File: src/rtl/lsu_mem_stage.sv
// Memory-access stage behind the LSQ. It forms the aligned data-cache request,
// waits for the cache, then extends load data and holds it for the CDB.
package uarch_pkg;
  localparam int TAG_WIDTH = 6;
endpackage

module lsu_mem_stage #(
  parameter int XLEN      = 32,
  parameter int TAG_WIDTH = uarch_pkg::TAG_WIDTH
) (
  input  logic                 clk,
  input  logic                 rst,
  input  logic                 flush,
  input  logic                 req_valid,
  output logic                 req_rdy,
  input  logic                 req_is_store,
  input  logic [2:0]           req_funct3,
  input  logic [XLEN-1:0]      req_addr,
  input  logic [XLEN-1:0]      req_wdata,
  input  logic [TAG_WIDTH-1:0] req_tag,
  output logic                 dmem_req_valid,
  input  logic                 dmem_req_rdy,
  output logic                 dmem_req_we,
  output logic [XLEN-1:0]      dmem_req_addr,
  output logic [3:0]           dmem_req_be,
  output logic [XLEN-1:0]      dmem_req_wdata,
  input  logic                 dmem_resp_valid,
  input  logic [XLEN-1:0]      dmem_resp_rdata,
  output logic                 cache_stall,
  output logic                 wb_valid,
  input  logic                 wb_rdy,
  output logic [TAG_WIDTH-1:0] wb_tag,
  output logic [XLEN-1:0]      wb_data,
  output logic                 wb_exc,
  output logic                 st_misalign
);

  localparam logic [2:0] S_IDLE  = 3'd0;
  localparam logic [2:0] S_REQ   = 3'd1;
  localparam logic [2:0] S_RESP  = 3'd2;
  localparam logic [2:0] S_WB    = 3'd3;
  localparam logic [2:0] S_DRAIN = 3'd4;

  logic [2:0] state;
  logic       op_store;
  logic [2:0] op_funct3;
  logic [1:0] op_lane;

  // Access size from funct3[1:0]: 00 byte, 01 half, anything else is a word.
  logic            req_is_byte, req_is_half, req_misalign;
  logic [3:0]      req_be;
  logic [XLEN-1:0] req_wdata_lanes;
  logic [XLEN-1:0] resp_shifted, load_ext;

  always_comb begin
    req_is_byte     = (req_funct3[1:0] == 2'b00);
    req_is_half     = (req_funct3[1:0] == 2'b01);
    req_misalign    = 1'b0;
    req_be          = 4'b1111;
    req_wdata_lanes = req_wdata;
    if (req_is_byte) begin
      req_be          = 4'b0001 << req_addr[1:0];
      req_wdata_lanes = {(XLEN/8){req_wdata[7:0]}};
    end else if (req_is_half) begin
      req_misalign    = req_addr[0];
      req_be          = 4'b0011 << req_addr[1:0];
      req_wdata_lanes = {(XLEN/16){req_wdata[15:0]}};
    end else begin
      req_misalign    = (req_addr[1:0] != 2'b00);
    end
  end

  always_comb begin
    resp_shifted = dmem_resp_rdata >> {op_lane, 3'b000};
    load_ext     = dmem_resp_rdata;
    case (op_funct3)
      3'b000:  load_ext = {{(XLEN-8){resp_shifted[7]}}, resp_shifted[7:0]};
      3'b001:  load_ext = {{(XLEN-16){resp_shifted[15]}}, resp_shifted[15:0]};
      3'b100:  load_ext = {{(XLEN-8){1'b0}}, resp_shifted[7:0]};
      3'b101:  load_ext = {{(XLEN-16){1'b0}}, resp_shifted[15:0]};
      default: load_ext = dmem_resp_rdata;
    endcase
  end

  assign req_rdy        = (state == S_IDLE);
  assign cache_stall    = !req_rdy;
  assign dmem_req_valid = (state == S_REQ);
  assign wb_valid       = (state == S_WB);

  // NOTE: all state below uses non-blocking assignments so every register
  // samples pre-edge values, regardless of statement order inside the block.
  always_ff @(posedge clk) begin
    if (rst) begin
      state          <= S_IDLE;
      op_store       <= 1'b0;
      op_funct3      <= 3'b000;
      op_lane        <= 2'b00;
      dmem_req_we    <= 1'b0;
      dmem_req_addr  <= '0;
      dmem_req_be    <= 4'b0000;
      dmem_req_wdata <= '0;
      wb_tag         <= '0;
      wb_data        <= '0;
      wb_exc         <= 1'b0;
      st_misalign    <= 1'b0;
    end else begin
      st_misalign <= 1'b0;
      case (state)
        S_IDLE: begin
          if (req_valid) begin
            op_store  <= req_is_store;
            op_funct3 <= req_funct3;
            op_lane   <= req_addr[1:0];
            wb_tag    <= req_tag;
            if (req_misalign) begin
              if (req_is_store) begin
                st_misalign <= 1'b1;
              end else begin
                wb_exc  <= 1'b1;
                wb_data <= '0;
                state   <= S_WB;
              end
            end else begin
              dmem_req_we    <= req_is_store;
              dmem_req_addr  <= {req_addr[XLEN-1:2], 2'b00};
              dmem_req_be    <= req_be;
              dmem_req_wdata <= req_wdata_lanes;
              wb_exc         <= 1'b0;
              state          <= S_REQ;
            end
          end
        end
        S_REQ: begin
          // Stores are already committed, so a flush must not withdraw them.
          if (op_store) begin
            if (dmem_req_rdy) state <= S_IDLE;
          end else if (flush) begin
            state <= S_IDLE;
          end else if (dmem_req_rdy) begin
            state <= S_RESP;
          end
        end
        S_RESP: begin
          if (flush) begin
            state <= dmem_resp_valid ? S_IDLE : S_DRAIN;
          end else if (dmem_resp_valid) begin
            wb_data <= load_ext;
            state   <= S_WB;
          end
        end
        S_DRAIN: begin
          if (dmem_resp_valid) state <= S_IDLE;
        end
        S_WB: begin
          if (flush || wb_rdy) state <= S_IDLE;
        end
        default: state <= S_IDLE;
      endcase
    end
  end

endmodule

File: config.mk
export PLATFORM = sky130hd
export DESIGN_NAME = lsu_mem_stage
export DESIGN_NICKNAME = d
export VERILOG_FILES = /design/src/rtl/lsu_mem_stage.sv
export SDC_FILE = /design/constraint.sdc
export NUM_CORES = 1
export LEC_CHECK = 0
export ABC_AREA = 1
export ABC_CLOCK_PERIOD_IN_PS = 1400
export CAP_MARGIN = 30
export CORE_MARGIN = 2
export CORE_UTILIZATION = 39
export DETAILED_ROUTE_END_ITERATION = 10
export GPL_ROUTABILITY_DRIVEN = 0
export PLACE_DENSITY = 0.77
export SLEW_MARGIN = 10
export SYNTH_ARGS = -nofsm -noshare
export SYNTH_HDL_FRONTEND = slang
export SYNTH_SLANG_ARGS = --single-unit
File: constraint.sdc
create_clock -name clk -period 1.4 [get_ports clk]
set_input_delay 0.28 -clock clk [delete_from_list [all_inputs] [get_ports clk]]
set_output_delay 0.28 -clock clk [all_outputs]
set_load 0.03 [all_outputs]
# Word-level counts from Yosys, hierarchy flattened
# Index checks and enable logic that the tools add are counted.
[totals]
out_inout_bits = 113
in_bits = 113
register_bits = 116
elab_cells = 80
[classes]
n_bitwise = 3
n_eq_ne = 20
n_mux = 29
n_reduce_logical = 13
shifts = 3
[op_table]
columns = ["cell", "n"]
rows = [
  ["$mux 32", 7],
  ["$pmux 32 s4", 1],
  ["$pmux 32 s2", 1],
  ["$mux 3", 12],
  ["$shr 32x5->16", 1],
  ["$pmux 3 s5", 1],
  ["$ne 2x2->1 const B", 6],
  ["$eq 3x3->1 const B", 3],
  ["$ne 3x3->1 const B", 3],
  ["$mux 4", 2],
  ["$reduce_and 7->1", 1],
  ["$eq 3x1->1 const B", 2],
  ["$eq 3x2->1 const B", 2],
  ["$logic_not 3->1", 2],
  ["$reduce_and 3->1", 2],
  ["$reduce_and 6->1", 1],
  ["$mux 1", 5],
  ["$ne 2x1->1 const B", 2],
  ["$reduce_bool 2->1", 2],
  ["$reduce_or 4->1", 1],
  ["$shl 1x2->4 const A", 1],
  ["$shl 2x2->4 const A", 1],
  ["$ne 3x2->1 const B", 1],
  ["$not 1->1", 3],
  ["other kinds (5)", 5],
]

# Longest topological paths before layout
# Gate-level depths: netlist of the first run.
[logic_depth]
ltp_word = 6
mapped_depth = 13
mapped_depth_nobuf = 12

# Worst setup path after synthesis of the first run
# Ideal clock, no wire load.
[synth_timing]
path_kind = "flip-flop to flip-flop"
from = "register state[0]"
to = "register state[0]"
setup_time_ns = 0.128
arrival_time_ns = 1.651
slack_ns = -0.378
synth_period_minus_slack_ns = 1.778
stages_incl_launch_ff = 8
n_path_buf = 0
required_time_ns = 1.272
cell_sequence = "dfxtp_1 -> inv_1 -> nor3_1 -> a21oi_1 -> nand3_1 -> nand2_1 -> nand2_1 -> nor2_1"
[synth_between]
elab_chain_len = 3
elab_cells_between_ends = 14
classes_between = "eq/ne (11); mux (1); reduce/logical (2)"
[synth_lines]
columns = ["element", "line", "source"]
rows = [
  ["start: declaration", "44", "logic [2:0] state;"],
  ["start signal: assignment", "145", "state <= dmem_resp_valid ? S_IDLE : S_DRAIN;"],
  ["$eq 3x1->1 *", "--", ""],
  ["named net dmem_req_valid", "21", "output logic dmem_req_valid,"],
  ["$ne 3x3->1 (no source line) or $ne 3x2->1 (tied branches)", "--", ""],
  ["$reduce_and 7->1 (no source line)", "--", ""],
]
# Mark *: on every way through the listed nets, which the timed path passes. The rest lies on a longest branch.
# A chain may end at the register's enable or synchronous reset.

# Final worst setup path of the first run
[layout_timing]
from = "input req_funct3[0]"
to = "register dmem_req_wdata[31]"
[layout_between]
elab_chain_len = 5
elab_cells_between_ends = 8
classes_between = "eq/ne (1); mux (4); bitwise (1); reduce/logical (2)"
[layout_lines]
columns = ["element", "line", "source"]
rows = [
  ["start: declaration", "17", "input logic [2:0] req_funct3,"],
  ["$eq 2x1->1", "57", "req_is_half = (req_funct3[1:0] == 2'b01);"],
  ["$mux 1", "64", "end else if (req_is_half) begin"],
  ["$mux 1", "61", "if (req_is_byte) begin"],
  ["$not 1->1 (no source line)", "--", ""],
  ["$reduce_and 3->1 (no source line)", "--", ""],
  ["end signal: assignment", "127", "dmem_req_wdata <= req_wdata_lanes;"],
  ["end: declaration", "26", "output logic [XLEN-1:0] dmem_req_wdata,"],
]
# Several ways; a longest one is shown, not always the timed one.

==> results of run 1 <==
==> placed cells by master, fill, tap and decap left out, types with 18 or more instances in the layout <==
master,netlist,final
a21oi_1,47,46
buf_12,0,29
buf_2,21,20
buf_4,4,53
clkbuf_16,0,21
clkdlybuf4s15_2,0,59
clkdlybuf4s50_1,0,108
dfxtp_1,116,112
inv_1,47,40
nand2_1,162,156
nand3_1,71,68
nor2_1,115,111
o21ai_1,8,18
o21ai_2,0,37
or2_2,19,19
==> per-layer routing <==
layer / GRT usage, % / up-vias
met4: 9.41 / 0
met1: 29.6 / 2949
met3: 10.8 / 50
met2: 45.6 / 304
met5: 0 / -
li1: - / 3078
==> synth_stat cells, types with 7 or more instances <==
cell type	count	area [um^2]
nand2_1	162	608
o21ai_0	58	290
or2_2	19	119
a21oi_1	47	235
nand3_1	71	355
nand4_1	7	43.8
inv_1	47	176
o211a_1	7	70.1
a31oi_1	16	100
dfxtp_1	116	2320
nor2_1	115	432
o21ai_1	8	40.0
clkbuf_1	22	82.6
buf_2	21	105
==> power by group <==
part	leakage (nW)	switching (mW)	internal (mW)
sequential	0.950	0.358	3.77
clock	0.292	1.51	3.05
combinational	2.89	3.20	2.68
==> area by class of cell <==
type,instances,area [um^2],share of cell area [%]
clock inverters,9,153,1.59
flip-flops and latches,116,2330,24.2
multi-input cells,547,2860,29.8
repair buffers,308,3360,35.0
well taps,176,220,2.29
inverters,54,225,2.34
clock buffers,22,464,4.83
==> worst min-delay path by stage <==
stage                       startpoint                              to  slack [ps]
4_1_cts                            rst   dmem_req_addr[6]$_SDFFE_PP0P_         250
5_1_grt                            rst  dmem_req_addr[16]$_SDFFE_PP0P_         240
3_3_place_gp   wb_data[2]$_SDFFE_PP0P_         wb_data[2]$_SDFFE_PP0P_         450
2_1_floorplan             req_addr[13]  dmem_req_addr[13]$_SDFFE_PP0P_         410
6_report                           rst  dmem_req_addr[16]$_SDFFE_PP0P_         240
3_5_place_dp   wb_data[1]$_SDFFE_PP0P_         wb_data[1]$_SDFFE_PP0P_         460
==> kinds of logic (layout without fill, tap and decap cells) <==
family,count (synthesis),in the layout
adder cells (fa/ha/maj),4,4
AO/OA/AOI/OAI,148,148
buffers and inverters,103,393
flip-flops,116,116
other,1,2
AND/OR/NAND/NOR,393,393
==> critical path: cells and delay by family <==
kind	cells	cell delay (ps)
simple gates	3	360
buf+inv	5	1070
compound gates	1	220
==> registers in the layout, summed over array words and instances, names as in the netlist <==
signal and flops:
wb_exc 1, dmem_req_we 1, wb_data 32, dmem_req_wdata 32, dmem_req_addr 30, dmem_req_be 4, wb_tag 6, op_funct3 3
state 3, op_store 1, st_misalign 1, op_lane 2
==> repair_timing <==
action / in CTS / in global routing
setup endpoints to repair: 199 / 139
buffers inserted: 9 / 5
pin swaps: 6 / 38
resized for setup: 318 / 153
gates cloned: 6 / 5
hold endpoints to repair: 0 / 0
==> results.toml, run 1 <==
[finish]
nets = 1161
syn_to_final_growth_pct = 79.6
postLayoutCoreUtil_pct = 72.1
fin_area_um2 = 9620
diodes = 0
drive_gt1_share_pct = 31.2
fillers = 985
fin_cells = 1232

[sta]
finalCritPeriodShare_pct = 117
rsz0062_at_grt = "true"
setup_viol = 98
fmax_ghz = 0.612
finClkSkew_ps = 7.47
setup_slack_ps = -233
fin_tns_setup_ps = -10980
hold_violations = 0
hold_slack_ps = 242
slew_headroom_pct = 66.6
tightestPinTransition_ps = 501
min_period_ps = 1630
slew_viol_final = 0

[power]
p_leak_nw = 4.13
peakVddDrop_uv = 1060
power.density_nw_per_um2 = 1520
totalPowerFinal_mw = 14.6

[worst_hold_path]
min_path_cells = 4
hold_path_class = "primary input to register"

[detailed_routing]
highest_layer = "met4"
vias = 6381
via_per_inst = 5.18
dr.pass1.iters = 5
met2WireLength_mm = 10.3
routed_wl_mm = 20.6
drtIter0Drc = 518
routed-wl-met3_mm = 2.07
route.detailed.drc = 0
wire_per_inst_um = 16.7
postRouteAntennaNets = 0
met1_length_mm = 7.73

[synth]
syn-cell-area_um2 = 5360
ys_warn_count = 0
synth_top_family_by_area = "simple AND/OR/NAND/NOR gates"
synth_compound_area_share_pct = 15.6
ys_types = 32
muxShareOfSynthArea_pct = 0
ys.flop_type = "dfxtp_1"
synth-edff-count = 0
async_flop_share_pct = 0
synth_adder_area_share_pct = 0.935
postSynthAreaPerCell_um2 = 7.00
synth_xor_area_share_pct = 0
yosys_register_bits = 116
synthSimpleGateAreaFrac_pct = 31.7
ys_seq_area_share_pct = 43.4
synthCells = 765

[clock_network]
cts-buffers-inserted = 17
cts_root_buf = "clkbuf_16"
hold_buffers = 0
path_clk_slew_ps = 60
htreeDepth = 4
cts.sinks = 116
cts_tree = "yes"
cts_buffer_depth = 2
clk_latency_ps = 420

[placed_design]
post_dp_cell_area_um2 = 8330
hpwl_mm = 13.0
port_buffers = 223
dp.cells = 1179
place_ws_ps = -746

[critical_path]
crit_start = "req_funct3[0]"
ff2ff_setup_slack_ps = -180
rr_worst_depth = 10
crit_chain = "clkdlybuf4s50_1 > nand3_1 > nand2_2 > nor2_4 > buf_12 > buf_16 > buf_12 > buf_4 > o211a_1"
critPathMostFrequentCell = "buf_12"
slowest_stage = "clkdlybuf4s50_1"
worstSetupStartpointType = "primary input"
max_stage_delay_ps = 510
rr_endpoint = "dmem_req_wdata[31]$_SDFFE_PP0P_"
cp.arrival_ps = 1940
reg2reg_from = "state[0]$_SDFFE_PP0P_"
critical_path_class = "primary input to register"
end_kind = "register"
crit_fanout = 7
critical_path.endpoint = "dmem_req_wdata[31]$_SDFFE_PP0P_"
crit_required_ps = 1700

[floorplan]
fp.dieH_um = 121
die_area_um2 = 14700
io_pins = 226
num_rows = 42
die_width_um = 121
start_util_pct = 40.1
coreArea_um2 = 13300

[grt]
grt_use_total_pct = 26.6
grt_max_degree = 47
grt_pass1_vias = 6050
overflow = 0
antenna_found_initial = 0
grt_pass1_wl_mm = 30.3

[outcome]
status = "complete, but fails checks"
violations = "negative setup slack"

[flow_run]
cap_violations = 0
No activity file was read; power rests on OpenSTA's default activity.
==> run 2, diff against run 1 <==
--- a/config.mk
+++ b/config.mk
@@ -6,13 +6,13 @@
 export NUM_CORES = 1
 export LEC_CHECK = 0
 export ABC_AREA = 1
-export ABC_CLOCK_PERIOD_IN_PS = 1400
-export CAP_MARGIN = 30
+export ABC_CLOCK_PERIOD_IN_PS = 1900
+export CAP_MARGIN = 10
 export CORE_MARGIN = 2
-export CORE_UTILIZATION = 39
+export CORE_UTILIZATION = 46
 export DETAILED_ROUTE_END_ITERATION = 10
 export GPL_ROUTABILITY_DRIVEN = 0
-export PLACE_DENSITY = 0.77
+export PLACE_DENSITY = 0.86
 export SLEW_MARGIN = 10
 export SYNTH_ARGS = -nofsm -noshare
 export SYNTH_HDL_FRONTEND = slang
==> constraint.sdc (replaced) <==
create_clock -name clk -period 1.9 [get_ports clk]
set_input_delay 0.38 -clock clk [delete_from_list [all_inputs] [get_ports clk]]
set_output_delay 0.38 -clock clk [all_outputs]
set_load 0.03 [all_outputs]
==> results.toml, run 2 (synthesis results as in run 1) <==
[floorplan]
fp.dieH_um = 112
die_width_um = 112
die_area_um2 = 12500
io_pins = 226
num_rows = 39
start_util_pct = 47.1
coreArea_um2 = 11400

[critical_path]
crit_required_ps = 1520
crit_chain = "clkdlybuf4s50_1"
critical_path_class = "register to output pin"
worstSetupStartpointType = "register"
end_kind = "output pin"
cp.arrival_ps = 1520
max_stage_delay_ps = 760
crit_family = "buffers and inverters"
slowest_stage = "clkdlybuf4s50_1"
worst-path-buf-inv = 1
crit_fanout = 2

[grt]
antenna_found_initial = 0
grt_pass1_vias = 6051
overflow = 0
grt_pass1_wl_mm = 30.3
grt_max_degree = 48
grt_use_total_pct = 30.3

[finish]
drive_gt1_share_pct = 12.2
final_common_cell = "clkdlybuf4s50_1"
nets = 1127
reg_top3 = "dmem_req_wdata: 32 flops, wb_data: 32 flops, dmem_req_addr: 30 flops"
syn_to_final_growth_pct = 61.4
fillers = 792
final_cell_mix = "clkdlybuf4s50_1, nand2_1, dfxtp_1, nor2_1, nand3_1"
diodes = 0

[clock_network]
cts-buffers-inserted = 17
htreeDepth = 4
cts_root_buf = "clkbuf_16"
cts_tree = "yes"
path_clk_slew_ps = 60
clk_latency_ps = 410
cts_buffer_depth = 2
cts.sinks = 116

[power]
p_clk_share_pct = 33.1
combPwrFrac_pct = 36.3
totalPowerFinal_mw = 9.84
power.switching_mw = 3.52
power.density_nw_per_um2 = 1140
pwr-share-seq_pct = 30.5
p_int_mw = 6.32
p_leak_nw = 3.70
peakVddDrop_uv = 856
switching_share_pct = 35.7

[placed_design]
hpwl_mm = 13.2
port_buffers = 223

[flow_run]
cap_violations = 0

[detailed_routing]
via_per_inst = 5.39
vias = 6281
postRouteAntennaNets = 0
wire_per_inst_um = 16.9
routed_wl_mm = 19.7
drtIter0Drc = 596
dr.pass1.iters = 5
route.detailed.drc = 0

[sta]
hold_violations = 0
finClkSkew_ps = 5.70
fmax_ghz = 0.525
slew_headroom_pct = 53.2
fin_tns_setup_ps = -4.01
setup_slack_ps = -4.01
finalCritPeriodShare_pct = 100
setup_viol = 1
slew_viol_final = 0
tightestPinTransition_ps = 700
min_period_ps = 1900

[outcome]
status = "complete, but fails checks"
violations = "negative setup slack"

[worst_hold_path]
hold_path_class = "register to register"
-- run 2: cell count changes in the layout (fill, tap and decap cells not counted), sizes merged --
cell,change
clkinvlp,+5
dlygate4sd2,+1
dlymetal6s2s,+2
clkdlybuf4s50,+106
buf,-69
clkdlybuf4s15,-61
bufinv,-1
bufbuf,-1
clkbuf,-15
clkinv,-1
-- run 2: through the flow --
step / utilization (%) / hold slack, ps / instances / setup WS (ps) / cell area, um^2
after floorplan: - / 464 / 766 / 122 / 5360
after global placement: 69.8 / 451 / 1126 / -281 / 7940
after detailed placement: 69.8 / 457 / 1126 / -348 / 7940
after CTS: 75.0 / 466 / 1157 / 0.634 / 8530
after global routing: 76.0 / 491 / 1165 / -19.4 / 8650
final: 76.0 / 462 / 1165 / -4.01 / 8650
-- run 2: cell type report --
class / instances / area, um^2 / area share, %
Clock buffer: 19 / 443 / 5.12
Clock inverter: 12 / 156 / 1.81
Inverter: 54 / 210 / 2.43
Multi-Input combinational cell: 547 / 2610 / 30.2
Sequential cell: 116 / 2320 / 26.9
Tap cell: 143 / 179 / 2.07
Timing Repair Buffer: 274 / 2730 / 31.5
-- run 2: repair_timing --
item	4_1_cts	5_1_grt
pin swaps	0	2
buffers inserted	0	6
resized for setup	6	22
gates cloned	0	2
hold buffers	0	0
setup endpoints to repair	5	82
-- run 2: power by group through the flow --
| stage | clock [mW] | sequential (mW) | combinational (mW) |
|---|---|---|---|
| 4_1_cts | 3.27 | 2.99 | 3.44 |
| 2_1_floorplan | 0 | 3.56 | 1.42 |
| 3_3_place_gp | 0 | 3.03 | 3.38 |
| 3_5_place_dp | 0 | 3.03 | 3.42 |
| 5_1_grt | 3.40 | 3.04 | 3.83 |
| 6_report | 3.26 | 3.01 | 3.58 |
-- run 2: path summary, 6_finish.rpt --
check	from	end	slack, ps	cells past startpoint
max	dmem_req_we$_SDFFE_PP0P_	dmem_req_we	-4	1
min	wb_data[2]$_SDFFE_PP0P_	wb_data[2]$_SDFFE_PP0P_	460	2
max reg2reg	op_lane[0]$_SDFFE_PP0P_	wb_data[0]$_SDFFE_PP0P_	140	5
min reg2reg	wb_data[2]$_SDFFE_PP0P_	wb_data[2]$_SDFFE_PP0P_	460	2
-- run 2: routing by layer --
metal  global-route usage [%]  vias up  routed length (um)
met5                        0        -                   0
met4                     13.8        0                 859
met3                     10.9       79                2070
met2                     49.5      380                9260
met1                     35.6     2834                7550
li1                         -     2988                   -
